$ cat src/rtl/vga_scanout.sv
// vga_scanout: 640x480@60 VGA timing generator and 1-bpp framebuffer scanout.
// A 320x240 image is pixel-doubled in both axes. The raster counters (stage 0)
// feed a 3-register pipeline: address (stage 1), buffer read (stage 2) and
// colour/sync output (stage 3). All pins are registered and mutually aligned.
// The buffer port is a free-running read with fixed 1-clock latency; there is
// no handshake and the block never stalls.
module vga_scanout #(
  parameter int          DATA_WIDTH           = 16,
  parameter int          BUFFER_ADDRESS_WIDTH = 13,
  parameter int          H_ACTIVE             = 640,
  parameter int          H_FP                 = 16,
  parameter int          H_SYNC               = 96,
  parameter int          H_BP                 = 48,
  parameter int          V_ACTIVE             = 480,
  parameter int          V_FP                 = 10,
  parameter int          V_SYNC               = 2,
  parameter int          V_BP                 = 33,
  parameter int          WORDS_PER_LINE       = 20,
  parameter logic [11:0] FG_COLOR             = 12'hFFF,
  parameter logic [11:0] BG_COLOR             = 12'h000
) (
  input  logic                            clk,
  input  logic                            rst_n,
  output logic [BUFFER_ADDRESS_WIDTH-1:0] bufferAddress,
  input  logic [DATA_WIDTH-1:0]           bufferData,
  output logic                            hsync,
  output logic                            vsync,
  output logic                            de,
  output logic [11:0]                     rgb,
  output logic                            vblank,
  output logic                            frameStart
);

  localparam int H_TOTAL = H_ACTIVE + H_FP + H_SYNC + H_BP;
  localparam int V_TOTAL = V_ACTIVE + V_FP + V_SYNC + V_BP;
  localparam int HW      = $clog2(H_TOTAL);
  localparam int VW      = $clog2(V_TOTAL);
  localparam int IW      = $clog2(DATA_WIDTH);
  localparam int AW      = BUFFER_ADDRESS_WIDTH;

  localparam logic [HW-1:0] H_LAST    = HW'(H_TOTAL - 1);
  localparam logic [HW-1:0] H_ACT_END = HW'(H_ACTIVE);
  localparam logic [HW-1:0] HS_START  = HW'(H_ACTIVE + H_FP);
  localparam logic [HW-1:0] HS_END    = HW'(H_ACTIVE + H_FP + H_SYNC);
  localparam logic [VW-1:0] V_LAST    = VW'(V_TOTAL - 1);
  localparam logic [VW-1:0] V_ACT_END = VW'(V_ACTIVE);
  localparam logic [VW-1:0] VS_START  = VW'(V_ACTIVE + V_FP);
  localparam logic [VW-1:0] VS_END    = VW'(V_ACTIVE + V_FP + V_SYNC);
  localparam logic [IW-1:0] IDX_MAX   = IW'(DATA_WIDTH - 1);
  localparam logic [AW-1:0] WPL       = AW'(WORDS_PER_LINE);

  // Per-pixel control that rides the pipeline next to the data path.
  // Sync levels are carried at pin polarity (active-low) so reset = idle pins.
  typedef struct packed {
    logic act;
    logic hs_n;
    logic vs_n;
    logic vb;
    logic fs;
  } ctl_t;

  localparam ctl_t CTL_IDLE = '{act: 1'b0, hs_n: 1'b1, vs_n: 1'b1, vb: 1'b0, fs: 1'b0};

  logic [HW-1:0] h_q, h_d;
  logic [VW-1:0] v_q, v_d;
  ctl_t          ctl0, ctl1_q, ctl2_q, ctl3_q;
  logic [IW-1:0] idx0, idx1_q, idx2_q;
  logic [AW-1:0] row0, col0, addr0, addr_q;
  logic [11:0]   rgb_q;

  // Raster counter next state: hCount wraps at line end and steps vCount.
  always_comb begin
    h_d = h_q + 1'b1;
    v_d = v_q;
    if (h_q == H_LAST) begin
      h_d = '0;
      v_d = (v_q == V_LAST) ? '0 : v_q + 1'b1;
    end
  end

  // Stage-0 raster counters.
  always_ff @(posedge clk) begin
    if (!rst_n) begin
      h_q <= '0;
      v_q <= '0;
    end else begin
      h_q <= h_d;
      v_q <= v_d;
    end
  end

  // Stage-0 decode: region, sync levels, buffer word address and bit index.
  // Each word covers 2*DATA_WIDTH screen pixels; each row covers 2 lines.
  // The constant multiply by WORDS_PER_LINE (20) reduces to (r<<4)+(r<<2).
  always_comb begin
    ctl0      = CTL_IDLE;
    ctl0.act  = (h_q < H_ACT_END) && (v_q < V_ACT_END);
    ctl0.hs_n = !((h_q >= HS_START) && (h_q < HS_END));
    ctl0.vs_n = !((v_q >= VS_START) && (v_q < VS_END));
    ctl0.vb   = (v_q >= V_ACT_END);
    ctl0.fs   = (h_q == '0) && (v_q == '0);
    idx0      = IDX_MAX - h_q[IW:1];
    row0      = AW'(v_q >> 1);
    col0      = AW'(h_q >> (IW + 1));
    addr0     = ctl0.act ? (row0 * WPL + col0) : '0;
  end

  // Stage 1: register the buffer address; bit index and control follow it.
  always_ff @(posedge clk) begin
    if (!rst_n) begin
      addr_q <= '0;
      idx1_q <= '0;
      ctl1_q <= CTL_IDLE;
    end else begin
      addr_q <= addr0;
      idx1_q <= idx0;
      ctl1_q <= ctl0;
    end
  end

  // Stage 2: the buffer samples addr_q; index and control wait for its data.
  always_ff @(posedge clk) begin
    if (!rst_n) begin
      idx2_q <= '0;
      ctl2_q <= CTL_IDLE;
    end else begin
      idx2_q <= idx1_q;
      ctl2_q <= ctl1_q;
    end
  end

  // Stage 3: select the pixel bit from the returned word and register pins.
  always_ff @(posedge clk) begin
    if (!rst_n) begin
      rgb_q  <= '0;
      ctl3_q <= CTL_IDLE;
    end else begin
      rgb_q  <= !ctl2_q.act ? 12'h000 : (bufferData[idx2_q] ? FG_COLOR : BG_COLOR);
      ctl3_q <= ctl2_q;
    end
  end

  assign bufferAddress = addr_q;
  assign rgb           = rgb_q;
  assign de            = ctl3_q.act;
  assign hsync         = ctl3_q.hs_n;
  assign vsync         = ctl3_q.vs_n;
  assign vblank        = ctl3_q.vb;
  assign frameStart    = ctl3_q.fs;

endmodule

$ cat config.mk
export PLATFORM = sky130hd
export DESIGN_NAME = vga_scanout
export DESIGN_NICKNAME = d
export VERILOG_FILES = /design/src/rtl/vga_scanout.sv
export SDC_FILE = /design/constraint.sdc
export NUM_CORES = 1
export LEC_CHECK = 0
export CORE_MARGIN = 4
export CORE_UTILIZATION = 53
export CTS_CLUSTER_DIAMETER = 50
export DETAILED_ROUTE_END_ITERATION = 8
export PLACE_DENSITY = 0.8
export SKIP_CTS_REPAIR_TIMING = 1
export SYNTH_ARGS = -nofsm -noshare
export SYNTH_HDL_FRONTEND = slang
export SYNTH_SLANG_ARGS = --single-unit
$ cat constraint.sdc
create_clock -name clk -period 2.9 [get_ports clk]
set_input_delay 0.87 -clock clk [delete_from_list [all_inputs] [get_ports clk]]
set_output_delay 0.87 -clock clk [all_outputs]
set_load 0.005 [all_outputs]
==> impl_metrics.py <==
metrics = {
    "outcome": {
        "outcome": "finished clean",
    },
    "critical_path": {
        "critical_path_class": "flip-flop to flip-flop",
        "cp-start-kind": "flip-flop",
        "arrival_ns": 3.01,
        "critPathMaxFanout": 7,
        "required_ns": 3.17,
        "cp-end-kind": "flip-flop",
    },
    "die": {
        "start_util_pct": 55.3,
        "io_pins": 48,
        "row_count": 26,
        "die-area_um2": 6640,
        "die_w_um": 81.5,
        "die_h_um": 81.5,
        "core_area_um2": 5170,
    },
    "pwr": {
        "pwr-share-comb_pct": 5.1,
        "p_int_mw": 1.36,
        "leakagePower_nw": 1.52,
        "p_per_area_nw_per_um2": 479,
        "netSwitchingFraction_pct": 20.2,
        "p_switching_mw": 0.346,
        "p_clk_share_pct": 47.5,
        "power_mw": 1.71,
        "vdd_drop_max_mv": 0.313,
        "pwr-share-seq_pct": 47.4,
    },
    "global_route": {
        "grt_max_degree": 17,
        "antenna_found_initial": 0,
        "grt_pass1_wl_mm": 9.16,
        "grt_pass1_vias": 1953,
        "gr-total-overflow": 0,
        "grt_use_total_pct": 18.2,
    },
    "final_layout": {
        "nFillCells": 384,
        "diodes": 0,
        "finalNonFillerCells": 401,
        "final_nets": 368,
        "mostFrequentLayoutCells": "dfxtp_1, clkdlybuf4s50_1, ha_1",
        "final_common_cell": "dfxtp_1",
        "fin_util_pct": 69.0,
        "drive_above_1_share_pct": 11.2,
        "syn_to_final_growth_pct": 24.7,
        "final_area_um2": 3570,
    },
    "synthesis": {
        "synthFlopType": "dfxtp_1",
        "yosys_warnings": 0,
        "syn_area_um2": 2860,
        "synth_nets": 323,
        "async_flop_share_pct": 0,
        "syn_inst": 281,
        "ys_seq_elements": 57,
        "synth_cell_types": 45,
        "synth_area_per_cell_um2": 10.2,
        "synth-seq-area-share_pct": 39.9,
        "synth-edff-count": 0,
    },
    "place": {
        "placed_cell_area_um2": 3340,
        "placedCellCount": 385,
        "dp_hpwl_mm": 4.14,
        "gp_routability_congestion": 0.779,
        "portBuffers": 47,
        "place_ws_ns": 0.0697,
    },
    "timing": {
        "tns_ns": 0,
        "worst_slew_pin_slew_ns": 0.575,
        "rsz0062_at_grt": "no",
        "holdWs_ns": 0.409,
        "setup_violations": 0,
        "slew_viol_final": 0,
        "fin_ws_ns": 0.157,
        "fin_crit_ns": 2.74,
        "skew_ns": 0.00725,
        "hold_viol_final": 0,
        "timing.fmax_mhz": 365,
        "finalCritPeriodShare_pct": 94.6,
        "max_slew_margin_pct": 61.4,
    },
    "cts": {
        "cts-root-buf": "clkbuf_8",
        "cts_buffers": 9,
        "clock-sinks": 57,
        "clk_path_buf_depth": 2,
        "cts_tree": "built",
        "cts_max_level": 3,
        "path_clk_slew_ns": 0.07,
        "clkLatencyLatePin_ns": 0.34,
    },
    "worst_hold_path": {
        "hold_class": "flip-flop to flip-flop",
    },
    "route": {
        "drt_wl_total_mm": 5.59,
        "via_count": 2098,
        "drc_errors": 0,
        "via_per_inst": 5.23,
        "drt_iter0_drc": 94,
        "routedWlPerCell_um": 13.9,
        "detail-route-antenna-nets": 0,
        "drt-pass1-iter-count": 4,
    },
    "flow_run": {
        "drv_cap": 0,
    },
}
## synthesized netlist by cell type (all sizes together), types with 5 or more instances
library cell  instances  share of area [%]
dfxtp                57                 40
ha                   22                9.6
and2                 19                4.2
nor2                 19                2.5
buf                  15                3.6
nand2                12                1.6
xnor2                12                3.7
and3                 11                2.4
inv                  11                1.4
xor2                 10                3.1
nand3                 8                1.4
nand4                 7                2.1
a21oi                 6                1.0
nor2b                 6                1.3
o21ai                 6                1.0
or3                   6                1.3
a21o                  5                1.3
mux4                  5                3.9
## per-layer routing
layer / wire length (um) / part of all wire [%] / track usage, % / vias up
met2: 2570 / 46 / 28.7 / 60
li1: - / - / - / 1070
met4: 112 / 2.0 / 8.11 / 0
met1: 2580 / 46 / 23.4 / 957
met5: 0 / 0 / 0 / -
met3: 328 / 5.9 / 4.50 / 11
## cells by family after synthesis
group / Yosys count / share of synthesized area, %
XOR/XNOR: 22 / 6.73
buffers and inverters: 29 / 5.42
AO/OA/AOI/OAI: 31 / 8.74
AND/OR/NAND/NOR: 112 / 23.9
multiplexers: 6 / 4.29
adder cells (fa/ha/maj): 24 / 11.0
flip-flops: 57 / 39.9
## final cells by class
class                           count  area (um^2)  share of cell area (%)
Inverter                           11         41.3                    1.16
Sequential cell                    57         1140                    32.0
Tap cell                           70         87.6                    2.45
Clock buffer                       11          141                    3.96
Multi-Input combinational cell    195         1570                    43.9
Clock inverter                      5         78.8                    2.21
Timing Repair Buffer               52          508                    14.2
## final timing paths
kind | start | end | slack [ns] | depth (start not counted)
min reg2reg | ctl2_q[3] | hsync | 0.41 | 1
min | ctl2_q[3] | hsync | 0.41 | 1
max | v_q[2] | bufferAddress[12] | 0.16 | 8
max reg2reg | v_q[2] | bufferAddress[12] | 0.16 | 8
## power by group through the flow
stage	logic, mW	registers, mW	clock network (mW)
finish	0.0869	0.810	0.813
global route	0.0950	0.812	0.860
CTS	0.0878	0.810	0.821
detailed placement	0.0875	0.828	0
global placement	0.0856	0.827	0
floorplan	0.0472	0.825	0
## critical path, stage by stage (launching register included)
cell,delay (ns)
dfxtp_2,0.35
ha_1,0.31
ha_1,0.24
fa_2,0.37
a211o_1,0.35
a2111oi_4,0.44
a2111oi_4,0.12
nor4b_2,0.28
mux2i_1,0.20
## flip-flops by register name, summed over array words and instances, names as in the netlist
signal,cells
vsync,1
frameStart,1
rgb,1
idx2_q,4
bufferAddress,13
hsync,1
ctl2_q,5
h_q,10
de,1
ctl1_q,5
idx1_q,4
vblank,1
v_q,10
No activity file was read; power rests on OpenSTA's default activity.
